--- src/rtl/bzled_pkg.sv ---
`default_nettype none
// ============================================================================
// Module   : bzled_pkg
// Brief    : Shared encodings for the BZLED pattern sequencer: FSM states,
//            colour channels and the data width used by perip_BZLED.
// Revision : 1.0 - initial release
// ============================================================================
package bzled_pkg;

    // Data width of every period/duty word exchanged with perip_BZLED
    localparam int BZLED_DW = 32;

    // FSM state encoding (also visible on the debug port)
    localparam logic [1:0] c_ST_IDLE      = 2'd0;
    localparam logic [1:0] c_ST_RAMP_UP   = 2'd1;
    localparam logic [1:0] c_ST_RAMP_DOWN = 2'd2;
    localparam logic [1:0] c_ST_BEEP      = 2'd3;

    // Colour channel encoding, swept in this order
    localparam logic [1:0] c_CH_R = 2'd0;
    localparam logic [1:0] c_CH_G = 2'd1;
    localparam logic [1:0] c_CH_B = 2'd2;

endpackage
`default_nettype wire

--- src/rtl/bzled_tick_gen.sv ---
`default_nettype none
// ============================================================================
// Module   : bzled_tick_gen
// Brief    : Ramp prescaler. Counts 0..TICK_DIV-1 while running and not held,
//            strobes tick on the wrap cycle, clears whenever not running.
// Revision : 1.0 - initial release
// ============================================================================
module bzled_tick_gen #(
    parameter int unsigned TICK_DIV = 50000
) (
    input  logic CLK,
    input  logic RST_n,
    input  logic run,
    input  logic hold,
    output logic tick
);

    localparam int unsigned         c_CNT_W  = $clog2(TICK_DIV);
    localparam logic [c_CNT_W-1:0]  c_LAST   = c_CNT_W'(TICK_DIV - 1);
    localparam logic [c_CNT_W-1:0]  c_ONE    = c_CNT_W'(1);

    logic [c_CNT_W-1:0] r_cnt;
    logic               w_wrap;

    // The strobe is decoded from the count so the FSM acts on the same edge
    // the count wraps, giving exactly TICK_DIV cycles from FSM entry to the
    // first update.
    assign w_wrap = run && !hold && (r_cnt == c_LAST);
    assign tick   = w_wrap;

    // Prescaler count: cleared when idle, frozen while held, wraps at TICK_DIV
    always_ff @(posedge CLK or negedge RST_n) begin
        if (!RST_n) begin
            r_cnt <= '0;
        end else if (!run) begin
            r_cnt <= '0;
        end else if (!hold) begin
            if (w_wrap) begin
                r_cnt <= '0;
            end else begin
                r_cnt <= r_cnt + c_ONE;
            end
        end
    end

endmodule
`default_nettype wire

--- src/rtl/bzled_pattern_seq.sv ---
`default_nettype none
// ============================================================================
// Module   : bzled_pattern_seq
// Brief    : R->G->B breathing sweep with a triangular duty ramp per colour,
//            followed by a timed buzzer beep and a one-cycle done pulse.
//            Drives the period/duty inputs of perip_BZLED.
// Revision : 1.0 - initial release
// ============================================================================
module bzled_pattern_seq
    import bzled_pkg::*;
#(
    parameter int unsigned          TICK_DIV    = 50000,
    parameter logic [BZLED_DW-1:0]  LED_PERIOD  = 32'd10000,
    parameter logic [BZLED_DW-1:0]  STEP        = 32'd100,
    parameter logic [BZLED_DW-1:0]  BEEP_PERIOD = 32'd10000,
    parameter int unsigned          BEEP_TICKS  = 100
) (
    input  logic                CLK,
    input  logic                RST_n,
    input  logic                en,
    input  logic                pause,
    output logic [BZLED_DW-1:0] LED_FREQ_Set,
    output logic [BZLED_DW-1:0] BZ_FREQ_Set,
    output logic [BZLED_DW-1:0] LEDR_Puty_Set,
    output logic [BZLED_DW-1:0] LEDG_Puty_Set,
    output logic [BZLED_DW-1:0] LEDB_Puty_Set,
    output logic                cycle_done,
    output logic [1:0]          state_o
);

    localparam int unsigned        c_BC_W    = (BEEP_TICKS > 1) ? $clog2(BEEP_TICKS) : 1;
    localparam logic [c_BC_W-1:0]  c_BC_LAST = c_BC_W'(BEEP_TICKS - 1);
    localparam logic [c_BC_W-1:0]  c_BC_ONE  = c_BC_W'(1);

    // Registered state
    logic [1:0]          r_state;
    logic [1:0]          r_chan;
    logic [BZLED_DW-1:0] r_duty_r;
    logic [BZLED_DW-1:0] r_duty_g;
    logic [BZLED_DW-1:0] r_duty_b;
    logic [BZLED_DW-1:0] r_bz;
    logic                r_cycle_done;
    logic [c_BC_W-1:0]   r_beep_cnt;

    // Next-state values
    logic [1:0]          w_state_nxt;
    logic [1:0]          w_chan_nxt;
    logic [BZLED_DW-1:0] w_duty_r_nxt;
    logic [BZLED_DW-1:0] w_duty_g_nxt;
    logic [BZLED_DW-1:0] w_duty_b_nxt;
    logic [BZLED_DW-1:0] w_bz_nxt;
    logic                w_done_nxt;
    logic [c_BC_W-1:0]   w_beep_nxt;

    // Ramp arithmetic on the active channel
    logic                w_tick;
    logic [BZLED_DW-1:0] w_active;
    logic [BZLED_DW:0]   w_sum;
    logic [BZLED_DW-1:0] w_up;
    logic [BZLED_DW-1:0] w_dn;

    bzled_tick_gen #(
        .TICK_DIV (TICK_DIV)
    ) u_tick_gen (
        .CLK   (CLK),
        .RST_n (RST_n),
        .run   (r_state != c_ST_IDLE),
        .hold  (pause),
        .tick  (w_tick)
    );

    // Select the duty of the channel currently being swept
    always_comb begin
        w_active = '0;
        case (r_chan)
            c_CH_R:  w_active = r_duty_r;
            c_CH_G:  w_active = r_duty_g;
            c_CH_B:  w_active = r_duty_b;
            default: w_active = '0;
        endcase
    end

    // Saturating step up (one extra bit so a large STEP cannot wrap) and
    // clamped step down
    assign w_sum = {1'b0, w_active} + {1'b0, STEP};
    assign w_up  = (w_sum >= {1'b0, LED_PERIOD}) ? LED_PERIOD : w_sum[BZLED_DW-1:0];
    assign w_dn  = (w_active <= STEP) ? '0 : (w_active - STEP);

    // Next-state and next-output decode; en low beats both tick and pause
    always_comb begin
        w_state_nxt  = r_state;
        w_chan_nxt   = r_chan;
        w_duty_r_nxt = r_duty_r;
        w_duty_g_nxt = r_duty_g;
        w_duty_b_nxt = r_duty_b;
        w_bz_nxt     = r_bz;
        w_done_nxt   = 1'b0;
        w_beep_nxt   = r_beep_cnt;

        if (r_state == c_ST_IDLE || !en) begin
            w_duty_r_nxt = '0;
            w_duty_g_nxt = '0;
            w_duty_b_nxt = '0;
            w_bz_nxt     = '0;
            w_chan_nxt   = c_CH_R;
            w_beep_nxt   = '0;
            w_state_nxt  = (r_state == c_ST_IDLE && en) ? c_ST_RAMP_UP : c_ST_IDLE;
        end else if (w_tick) begin
            case (r_state)
                c_ST_RAMP_UP: begin
                    case (r_chan)
                        c_CH_R:  w_duty_r_nxt = w_up;
                        c_CH_G:  w_duty_g_nxt = w_up;
                        default: w_duty_b_nxt = w_up;
                    endcase
                    if (w_up == LED_PERIOD) begin
                        w_state_nxt = c_ST_RAMP_DOWN;
                    end
                end
                c_ST_RAMP_DOWN: begin
                    case (r_chan)
                        c_CH_R:  w_duty_r_nxt = w_dn;
                        c_CH_G:  w_duty_g_nxt = w_dn;
                        default: w_duty_b_nxt = w_dn;
                    endcase
                    if (w_dn == '0) begin
                        if (r_chan == c_CH_B) begin
                            w_state_nxt = c_ST_BEEP;
                            w_chan_nxt  = c_CH_R;
                            w_bz_nxt    = BEEP_PERIOD;
                            w_beep_nxt  = '0;
                        end else begin
                            w_state_nxt = c_ST_RAMP_UP;
                            w_chan_nxt  = r_chan + 2'd1;
                        end
                    end
                end
                c_ST_BEEP: begin
                    if (r_beep_cnt == c_BC_LAST) begin
                        w_bz_nxt    = '0;
                        w_done_nxt  = 1'b1;
                        w_beep_nxt  = '0;
                        w_state_nxt = c_ST_RAMP_UP;
                    end else begin
                        w_beep_nxt  = r_beep_cnt + c_BC_ONE;
                    end
                end
                default: begin
                    w_state_nxt = c_ST_IDLE;
                end
            endcase
        end
    end

    // State and output registers
    always_ff @(posedge CLK or negedge RST_n) begin
        if (!RST_n) begin
            r_state      <= c_ST_IDLE;
            r_chan       <= c_CH_R;
            r_duty_r     <= '0;
            r_duty_g     <= '0;
            r_duty_b     <= '0;
            r_bz         <= '0;
            r_cycle_done <= 1'b0;
            r_beep_cnt   <= '0;
        end else begin
            r_state      <= w_state_nxt;
            r_chan       <= w_chan_nxt;
            r_duty_r     <= w_duty_r_nxt;
            r_duty_g     <= w_duty_g_nxt;
            r_duty_b     <= w_duty_b_nxt;
            r_bz         <= w_bz_nxt;
            r_cycle_done <= w_done_nxt;
            r_beep_cnt   <= w_beep_nxt;
        end
    end

    assign LED_FREQ_Set  = LED_PERIOD;
    assign BZ_FREQ_Set   = r_bz;
    assign LEDR_Puty_Set = r_duty_r;
    assign LEDG_Puty_Set = r_duty_g;
    assign LEDB_Puty_Set = r_duty_b;
    assign cycle_done    = r_cycle_done;
    assign state_o       = r_state;

endmodule
`default_nettype wire
--- config.mk ---
export PLATFORM = sky130hd
export DESIGN_NAME = bzled_pattern_seq
export DESIGN_NICKNAME = d
export VERILOG_FILES = /design/src/rtl/bzled_pkg.sv /design/src/rtl/bzled_tick_gen.sv /design/src/rtl/bzled_pattern_seq.sv
export SDC_FILE = /design/constraint.sdc
export NUM_CORES = 1
export LEC_CHECK = 0
export CORE_AREA = 4 4 140 142
export CTS_CLUSTER_DIAMETER = 120
export CTS_CLUSTER_SIZE = 30
export DETAILED_ROUTE_END_ITERATION = 10
export DIE_AREA = 0 0 144 146
export GPL_TIMING_DRIVEN = 0
export HOLD_SLACK_MARGIN = 0.1
export PLACE_DENSITY_LB_ADDON = 0.15
export SETUP_SLACK_MARGIN = 0.05
export SYNTH_ARGS = -nofsm -noshare
export SYNTH_HDL_FRONTEND = slang
export SYNTH_SLANG_ARGS = --single-unit
--- constraint.sdc ---
create_clock -name CLK -period 5.6 [get_ports CLK]
set_input_delay 0.56 -clock CLK [delete_from_list [all_inputs] [get_ports CLK]]
set_output_delay 0.56 -clock CLK [all_outputs]
set_load 0.01 [all_outputs]
==> out/metrics.yaml, run 1 <==
run_status:
  status: "finished clean"
clock_network:
  postCtsSetupBuffers: 0
  cts_max_path_buffers: 2
  root_buffer: "clkbuf_16"
  cts.reportedPaths.clkPinSlew_ns: 0.06
  insertion_delay_ns: 0.43
  cts_num_sinks: 125
  cts_tree: "yes"
  cts_made_buffers: 17
  h-tree-depth: 4
  cts_hold_buf: 0
  cts-resized-gates: 0
place:
  place_congestion: 0.965
  hpwlAfterDp_um: 21700
  placed_area_um2: 10300
  io_buffers: 107
yosys:
  ys_async_sr_fraction_pct: 100
  ys.flop_type: "dfrtp_1"
  synth_area_leaders: "dfrtp_1, nand2_1, buf_4, mux2i_1, o21ai_0"
  synth-edff-count: 0
  synth_top_family_by_area: "simple AND/OR/NAND/NOR gates"
  avgSynthCellArea_um2: 8.50
  synthMuxAreaShare_pct: 8.05
  synth-compound-area-share_pct: 18.2
  synth-simple-area-share_pct: 24.7
  synth_cell_types: 88
  synth-seq-area-share_pct: 36.0
  yosys.area_share.xor_xnor_pct: 2.82
  synth_top_area_share_pct: 36.0
  yosys_warnings: 0
  synth_cells: 1023
  synthAdderAreaFrac_pct: 1.07
  syn_area_um2: 8690
  synth_seq_cells: 125
  yosysTopAreaCell: "dfrtp_1"
route:
  avgRoutedWirePerCell_um: 20.4
  drt-total-wl_um: 29600
  drc_errors: 0
  drtPass1Iterations: 6
  routed_via_density: 5.83
  ant_nets: 0
  vias: 8477
  drt-initial-drc-count: 729
worst_setup_path:
  crit_type: "reg2reg"
  path_common_cell: "buf_6"
  crit_slowest_cell: "nor4_1"
  arrival_ns: 5.61
  path_max_fanout: 10
  crit_required_ns: 5.92
  startpoint_type: "flop"
  end_kind: "flop"
  crit_chain: "buf_6 -> nor2b_4 -> buf_6 -> buf_6 -> a2bb2oi_1 -> ha_1 -> o211ai_1 -> nand3_1 -> and2_1 -> clkbuf_1 -> nand4_1 -> xnor2_1 -> nor4_1 -> nand2_1 -> a2111o_1 -> o31ai_1"
  slowest_delay_ns: 0.62
final_layout:
  stdcell_area_um2: 10900
  nets: 1216
  fin_util_pct: 58.9
  antenna-diode-count: 0
  fillers: 1730
  layout_common_cells: "nand2_1, dfrtp_1, clkdlybuf4s50_1"
  layout-drive-gt1-share_pct: 13.4
  layout_commonest_cell: "nand2_1"
  synthToLayoutAreaGrowth_pct: 25.0
floorplan:
  initial_utilization_pct: 47.1
  die_area_um2: 21000
  core-area_um2: 18500
  die_w_um: 144
  rows: 50
  io_pins: 167
  fp.dieH_um: 146
pwr:
  p_per_area_nw_per_um2: 233
  p_total_mw: 2.54
  irDropWorstVdd_uv: 216
  leakagePower_nw: 4.88
timing:
  period_needed_ns: 5.30
  post-route-period-util_pct: 94.6
  rsz0062_at_grt: "false"
  clock-skew-final_ns: 0.00843
  hold_viol: 0
  tns_ns: 0
  slew_violations: 0
  setup_violations: 0
  max_clock_freq_mhz: 189
  relSlewSlack_pct: 23.0
  tightest_slew_ns: 1.15
global_route:
  grt_pass1_vias: 8105
  gr-total-overflow: 0
  grt_start_max_net_pins: 68
  track_usage_pct: 28.1
  grt_pass1_wl_um: 46000
  antenna_found_initial: 0
worst_hold_path:
  min_path_type: "in2async"
flow_run:
  drv_cap: 0
## where the power goes
part	internal [mW]	total, mW	switching [mW]
registers	0.929	0.953	0.0243
logic	0.193	0.507	0.314
clock network	0.664	1.08	0.414
total	1.79	2.54	0.752
## Yosys cell counts, types with 8 or more instances
library cell / n
inv_1: 9
o2bb2ai_1: 19
a2bb2oi_1: 14
dfrtp_1: 125
mux2_2: 22
nor2_1: 61
nand4_1: 17
nand3_1: 23
and3_1: 8
clkbuf_1: 31
a21oi_1: 23
xnor2_1: 17
nor4_1: 12
nor3_1: 27
o21ai_0: 62
o211ai_1: 8
buf_4: 65
o31ai_1: 14
xor2_1: 11
mux2i_1: 44
nand2_1: 250
a31oi_1: 15
o22a_1: 8
## sequential cells by signal (all words and copies together) (netlist names)
register and cells:
LEDB_Puty_Set 32, LEDG_Puty_Set 32, LEDR_Puty_Set 32, u_tick_gen.r_cnt 16, r_beep_cnt 7, r_chan 2
state_o 2, BZ_FREQ_Set 1, cycle_done 1
## cell type report
class | instances | area [um^2] | area share (%)
Buffer | 116 | 761 | 7.00
Clock buffer | 21 | 450 | 4.14
Clock inverter | 11 | 119 | 1.09
Inverter | 9 | 33.8 | 0.311
Multi-Input combinational cell | 830 | 4980 | 45.9
Sequential cell | 125 | 3130 | 28.8
Tap cell | 234 | 293 | 2.69
Timing Repair Buffer | 108 | 1100 | 10.1
## kinds of logic after synthesis
logic type                 count (synthesis)
and+or+nand+nor                          456
AOI/OAI and AO/OA                        212
DFF                                      125
buffers and inverters                    125
muxes                                     67
xor gates and xnor gates                  28
adders and majority gates                  8
other                                      2
## metal layers
layer,up-vias,global-route usage (%),part of all wire [%]
li1,3914,-,-
met1,4111,39.9,44
met2,391,42.2,45
met3,61,5.69,7.2
met4,0,10.5,3.3
met5,-,0,0
## path summary, 6_finish.rpt
kind,from,to,slack (ns),cells past startpoint
max,r_chan[1],r_chan[0],0.30,16
min,RST_n,LEDB_Puty_Set[23],0.1,1
max reg2reg,r_chan[1],r_chan[0],0.30,16
min reg2reg,LEDR_Puty_Set[17],LEDR_Puty_Set[17],0.49,2
max in group asynchronous,RST_n,LEDB_Puty_Set[7],4.76,2
min in group CLK,LEDR_Puty_Set[17],LEDR_Puty_Set[17],0.49,2
## through the flow
stage	hold WS [ns]	worst slack (ns)	instances
after floorplan	0.264	1.55	1080
after global placement	0.480	-1.05	1421
after detailed placement	0.481	0.504	1422
after CTS	0.127	0.475	1454
after global routing	0.143	0.0567	1454
final	0.0976	0.302	1454
## worst max-delay path, delay by kind of cell (launching register included)
family	cells	cell delay [ns]
adders and majority gates	1	0.34
AOI/OAI and AO/OA	4	1.58
DFF	1	0.37
xor gates and xnor gates	1	0.24
buffers and inverters	4	0.90
and+or+nand+nor	6	1.75
Note: power is estimated with default switching activity, not from simulation.
==> run 2: changes to the inputs <==
CORE_AREA = 4 4 115 172   (was 4 4 140 142)
DIE_AREA = 0 0 119 176   (was 0 0 144 146)
TNS_END_PERCENT = 100   (was not set)
==> run 2 against run 1 <==
Effect of this change:
- routed wire length shrank 0.96%
- first-iteration DRC count fell by 12%
- die area is 0.38% lower
- clock skew increased by 0.0081 ns
- non-clock buffer count did not move
==> out/metrics.yaml, run 2 (synthesized netlist as in run 1, its figures left out) <==
clock_network:
  cts_made_buffers: 17  # unchanged
  cts_num_sinks: 125  # unchanged
  cts-resized-gates: 0  # unchanged
  postCtsSetupBuffers: 0  # unchanged
  root_buffer: "clkbuf_16"  # unchanged
  cts_max_path_buffers: 2  # unchanged
  cts.reportedPaths.clkPinSlew_ns: 0.06  # about the same
  cts_hold_buf: 0  # unchanged
  cts_tree: "yes"  # unchanged
  h-tree-depth: 4  # unchanged
  insertion_delay_ns: 0.44  # was 0.43 ns
route:
  routed_via_density: 5.62  # was 5.83
  drt-initial-drc-count: 638  # was 729
  ant_nets: 0  # unchanged
  drtPass1Iterations: 7  # was 6
  drt-total-wl_um: 29300  # was 29600 um
  vias: 8279  # was 8477
  avgRoutedWirePerCell_um: 19.9  # was 20.4 um
  drc_errors: 0  # unchanged
timing:
  setup_violations: 0  # unchanged
  post-route-period-util_pct: 93.2  # was 94.6%
  tns_ns: 0  # unchanged
  clock-skew-final_ns: 0.0165  # was 0.00843 ns
  tightest_slew_ns: 1.11  # was 1.15 ns
  rsz0062_at_grt: "false"  # unchanged
  max_clock_freq_mhz: 192  # was 189 MHz
  hold_viol: 0  # unchanged
  final.setup.worst_slack_ns: 0.382  # was 0.302 ns
  relSlewSlack_pct: 25.7  # was 23.0%
  slew_violations: 0  # unchanged
  period_needed_ns: 5.22  # was 5.30 ns
global_route:
  grt_start_max_net_pins: 65  # was 68
  gr-total-overflow: 0  # unchanged
  track_usage_pct: 27.7  # was 28.1%
  grt_pass1_vias: 7987  # was 8105
  grt_pass1_wl_um: 45100  # was 46000 um
  antenna_found_initial: 0  # unchanged
final_layout:
  seq_area_um2: 3130  # unchanged
  layout-drive-gt1-share_pct: 13.7  # was 13.4%
  layout_commonest_cell: "nand2_1"  # unchanged
  antenna-diode-count: 0  # unchanged
  multi_input_area_um2: 4980  # unchanged
  fin_cells: 1472  # was 1454
  synthToLayoutAreaGrowth_pct: 26.1  # was 25.0%
  layout_common_cells: "nand2_1, dfrtp_1, clkdlybuf4s50_1"  # unchanged
  nets: 1216  # unchanged
  fin_util_pct: 59.6  # was 58.9%
  fillers: 1700  # was 1730
worst_setup_path:
  crit_type: "reg2reg"  # unchanged
  arrival_ns: 5.48  # was 5.61 ns
  r2r_setup_slack_ns: 0.38  # was 0.30 ns
  crit_chain: "buf_6 -> nor2b_4 -> buf_6 -> buf_6 -> a2bb2oi_1 -> inv_1 -> ha_1 -> a211oi_2 -> nand3b_1 -> xor2_1 -> or4_1 -> a21oi_1 -> nor4_2 -> a21oi_1 -> o21ai_0"  # was buf_6 -> nor2b_4 -> buf_6 -> buf_6 -> a2bb2oi_1 -> ha_1 -> o211ai_1 -> nand3_1 -> and2_1 -> clkbuf_1 -> nand4_1 -> xnor2_1 -> nor4_1 -> nand2_1 -> a2111o_1 -> o31ai_1
  startpoint_type: "flop"  # unchanged
  crit_family: "compound AO/OA/AOI/OAI gates"  # was simple AND/OR/NAND/NOR gates
  slowest_delay_ns: 0.74  # was 0.62 ns
  path_common_cell: "buf_6"  # unchanged
  critPathBufInv: 4  # unchanged
  path_max_fanout: 10  # unchanged
  end_kind: "flop"  # unchanged
  crit_slowest_cell: "a21oi_1"  # was nor4_1
  crit_required_ns: 5.86  # was 5.92 ns
place:
  place_ws_ns: 0.537  # was 0.504 ns
  io_buffers: 107  # unchanged
  hpwlAfterDp_um: 22000  # was 21700 um
  place_congestion: 0.985  # was 0.965
  dp_cells: 1440  # was 1422
floorplan:
  initial_utilization_pct: 47.3  # was 47.1%
  die_area_um2: 20900  # was 21000 um^2
  fp.dieH_um: 176  # was 146 um
  die_w_um: 119  # was 144 um
  rows: 61  # was 50
  io_pins: 167  # unchanged
  core-area_um2: 18400  # was 18500 um^2
pwr:
  p_per_area_nw_per_um2: 244  # was 233 nW/um^2
  irDropWorstVdd_uv: 171  # was 216 uV
  leakagePower_nw: 4.91  # was 4.88 nW
worst_hold_path:
  min_path_type: "in2async"  # unchanged
flow_run:
  drv_cap: 0  # unchanged
run_status:
  status: "finished clean"  # unchanged
==> run 2: path summary, 6_finish.rpt <==
kind	from	end	cells after the start
min in group CLK	LEDG_Puty_Set[18]	LEDG_Puty_Set[18]	2
max in group asynchronous	RST_n	LEDB_Puty_Set[6]	2
setup reg to reg	r_chan[1]	LEDR_Puty_Set[0]	15
hold reg to reg	LEDG_Puty_Set[18]	LEDG_Puty_Set[18]	2
hold / removal	RST_n	LEDR_Puty_Set[29]	1
setup / recovery	r_chan[1]	LEDR_Puty_Set[0]	15
==> run 2: layout make-up <==
type	count	share of cell area [%]
Multi-Input combinational cell	830	45.5
Sequential cell	125	28.5
Timing Repair Buffer	108	10.0
Buffer	116	6.94
Clock buffer	19	4.13
Tap cell	252	2.88
Clock inverter	13	1.72
Inverter	9	0.308
==> run 2: stage by stage <==
stage	power, mW	hold WS [ns]	instance area [um^2]
floorplan	1.29	0.264	8910
finish	2.68	0.0956	11000
global placement	1.47	0.475	10300
global route	2.76	0.141	11000
detailed placement	1.47	0.480	10300
CTS	2.68	0.118	11000
==> run 2: power breakdown <==
part	internal, mW	switching (mW)	leakage [nW]
clock network	0.770	0.445	0.310
registers	0.928	0.0238	1.72
logic	0.193	0.317	2.88
==> run 2: per-layer routing <==
layer	vias to the layer above	part of all wire [%]	GRT usage, %
li1	3927	-	-
met1	3942	39	33.2
met2	341	52	49.6
met3	69	5.8	3.69
met4	0	3.7	11.5
met5	-	0	0
==> run 3: changes to the inputs <==
SETUP_SLACK_MARGIN = 0.02   (was 0.05)
SLEW_MARGIN = 20   (was not set)
==> run 3 against run 2 <==
Effect of this change:
- clock skew down 0.011 ns
- critical path depth down 1
- first-iteration DRC count down 7.8%
- largest power group unchanged
==> out/metrics.yaml, run 3 (synthesized netlist as in run 1, its figures left out) <==
global_route:
  gr-total-overflow: 0  # unchanged
  grt_pass1_vias: 8023  # was 7987
  track_usage_pct: 28.1  # was 27.7%
  antenna_found_initial: 0  # unchanged
  grt_pass1_wl_um: 45500  # was 45100 um
  grt_start_max_net_pins: 65  # unchanged
clock_network:
  h-tree-depth: 4  # unchanged
  insertion_delay_ns: 0.43  # was 0.44 ns
  cts_tree: "yes"  # unchanged
  cts_num_sinks: 125  # unchanged
  cts-resized-gates: 0  # unchanged
  postCtsSetupBuffers: 0  # unchanged
  cts_made_buffers: 17  # unchanged
  cts.reportedPaths.clkPinSlew_ns: 0.06  # about the same
  cts_hold_buf: 1  # was 0
  root_buffer: "clkbuf_16"  # unchanged
  cts_max_path_buffers: 2  # unchanged
worst_setup_path:
  r2r-end: "LEDR_Puty_Set[0]"  # unchanged
  slowest_delay_ns: 0.72  # was 0.74 ns
  crit_start: "r_chan[1]"  # unchanged
  crit_required_ns: 5.86  # about the same
  path_max_fanout: 9  # was 10
  rr_worst_depth: 14  # was 15
  crit_family: "compound AO/OA/AOI/OAI gates"  # unchanged
  crit_slowest_cell: "a21oi_1"  # unchanged
  cp.depth: 14  # was 15
  r2r_setup_slack_ns: 0.34  # was 0.38 ns
  setup.worst_path.end: "LEDR_Puty_Set[0]"  # unchanged
  crit_chain: "buf_6 -> nor2b_4 -> buf_6 -> a2bb2oi_1 -> inv_1 -> ha_1 -> a211oi_2 -> nand3b_1 -> xor2_1 -> or4_1 -> a21oi_1 -> nor4_2 -> a21oi_1 -> o21ai_0"  # was buf_6 -> nor2b_4 -> buf_6 -> buf_6 -> a2bb2oi_1 -> inv_1 -> ha_1 -> a211oi_2 -> nand3b_1 -> xor2_1 -> or4_1 -> a21oi_1 -> nor4_2 -> a21oi_1 -> o21ai_0
  arrival_ns: 5.52  # was 5.48 ns
  end_kind: "flop"  # unchanged
  crit-reg2reg-launch: "r_chan[1]"  # unchanged
  critPathBufInv: 3  # was 4
  startpoint_type: "flop"  # unchanged
  crit_type: "reg2reg"  # unchanged
route:
  vias: 8306  # was 8279
  ant_nets: 0  # unchanged
  drc_errors: 0  # unchanged
  drt-initial-drc-count: 588  # was 638
  drt-total-wl_um: 29500  # was 29300 um
  avgRoutedWirePerCell_um: 20.0  # was 19.9 um
  drtPass1Iterations: 7  # unchanged
  routed_via_density: 5.64  # was 5.62
timing:
  clock-skew-final_ns: 0.00594  # was 0.0165 ns
  hold_viol: 0  # unchanged
  tightest_slew_ns: 1.12  # was 1.11 ns
  period_needed_ns: 5.26  # was 5.22 ns
  slew_violations: 0  # unchanged
  max_clock_freq_mhz: 190  # was 192 MHz
  rsz0062_at_grt: "false"  # unchanged
  relSlewSlack_pct: 24.9  # was 25.7%
  final.setup.worst_slack_ns: 0.342  # was 0.382 ns
  post-route-period-util_pct: 93.9  # was 93.2%
  setup_violations: 0  # unchanged
floorplan:
  io_pins: 167  # unchanged
  die_w_um: 119  # unchanged
  initial_utilization_pct: 47.3  # unchanged
  core-area_um2: 18400  # unchanged
  die_area_um2: 20900  # unchanged
  fp.dieH_um: 176  # unchanged
  rows: 61  # unchanged
final_layout:
  antenna-diode-count: 0  # unchanged
  fin_cells: 1473  # was 1472
  layout_common_cells: "nand2_1, dfrtp_1, clkdlybuf4s50_1"  # unchanged
  layout_commonest_cell: "nand2_1"  # unchanged
  fillers: 1718  # was 1700
  fin_util_pct: 59.9  # was 59.6%
  nets: 1217  # was 1216
  layout-drive-gt1-share_pct: 13.7  # about the same
  synthToLayoutAreaGrowth_pct: 26.7  # was 26.1%
pwr:
  leakagePower_nw: 4.93  # was 4.91 nW
  p_per_area_nw_per_um2: 250  # was 244 nW/um^2
  p_total_mw: 2.76  # was 2.68 mW
  irDropWorstVdd_uv: 193  # was 171 uV
place:
  io_buffers: 107  # unchanged
  dp_cells: 1440  # unchanged
  place_congestion: 0.985  # unchanged
  hpwlAfterDp_um: 22000  # about the same
  place_ws_ns: 0.528  # was 0.537 ns
worst_hold_path:
  hold_path_depth: 2
  min_path_type: "reg2reg"  # was in2async
run_status:
  status: "finished clean"  # unchanged
flow_run:
  drv_cap: 0  # unchanged
run 3: cell count changes in the layout (fill, tap and decap cells not counted):
cell / delta
bufinv_16: +2
buf_6: -1
buf_8: +1
clkinv_4: -1
dlygate4sd3_1: +1
clkbuf_8: -1
run 3: worst min path at each step:
stage / startpoint / end / slack [ns]
after floorplan: RST_n / BZ_FREQ_Set[10] / 0.26
after global placement: LEDR_Puty_Set[25] / LEDR_Puty_Set[25] / 0.47
after detailed placement: LEDG_Puty_Set[18] / LEDG_Puty_Set[18] / 0.48
after CTS: LEDG_Puty_Set[18] / LEDG_Puty_Set[18] / 0.49
after global routing: u_tick_gen.r_cnt[2] / u_tick_gen.r_cnt[2] / 0.52
final: LEDG_Puty_Set[18] / LEDG_Puty_Set[18] / 0.49
run 3: worst register-to-register path: cells and delay by family (launching register included):
kind / cells / cell delay (ns)
fa+ha+maj: 1 / 0.38
flops: 1 / 0.37
compound gates: 5 / 2.50
simple gates: 4 / 1.11
xor+xnor: 1 / 0.09
buf+inv: 3 / 0.63
run 3: power breakdown:
group / switching [mW] / internal, mW / leakage, nW
combinational: 0.316 / 0.194 / 2.89
sequential: 0.0243 / 0.928 / 1.72
clock: 0.446 / 0.848 / 0.326
run 3: per-layer routing:
| layer | global-route usage, % | share of wire (%) |
|---|---|---|
| met2 | 49.4 | 51 |
| met4 | 12.5 | 4.0 |
| met1 | 33.4 | 39 |
| met3 | 4.71 | 6.2 |
| met5 | 0 | 0 |
run 3: layout make-up:
class | count | area [um^2] | share of cell area [%]
clock buffers | 18 | 439 | 3.99
multi-input cells | 830 | 4980 | 45.3
flip-flops and latches | 125 | 3130 | 28.4
plain buffers | 116 | 761 | 6.91
well taps | 252 | 315 | 2.86
clock inverters | 14 | 240 | 2.18
inverters | 9 | 33.8 | 0.307
repair buffers | 109 | 1110 | 10.1
run 3: metrics by stage:
| stage | hold slack (ns) | TNS, ns | area (um^2) |
|---|---|---|---|
| 6_report | 0.489 | 0 | 11000 |
| 2_1_floorplan | 0.264 | 0 | 8910 |
| 3_3_place_gp | 0.475 | -124.52 | 10300 |
| 3_5_place_dp | 0.480 | 0 | 10300 |
| 4_1_cts | 0.493 | 0 | 11000 |
| 5_1_grt | 0.524 | 0 | 11000 |
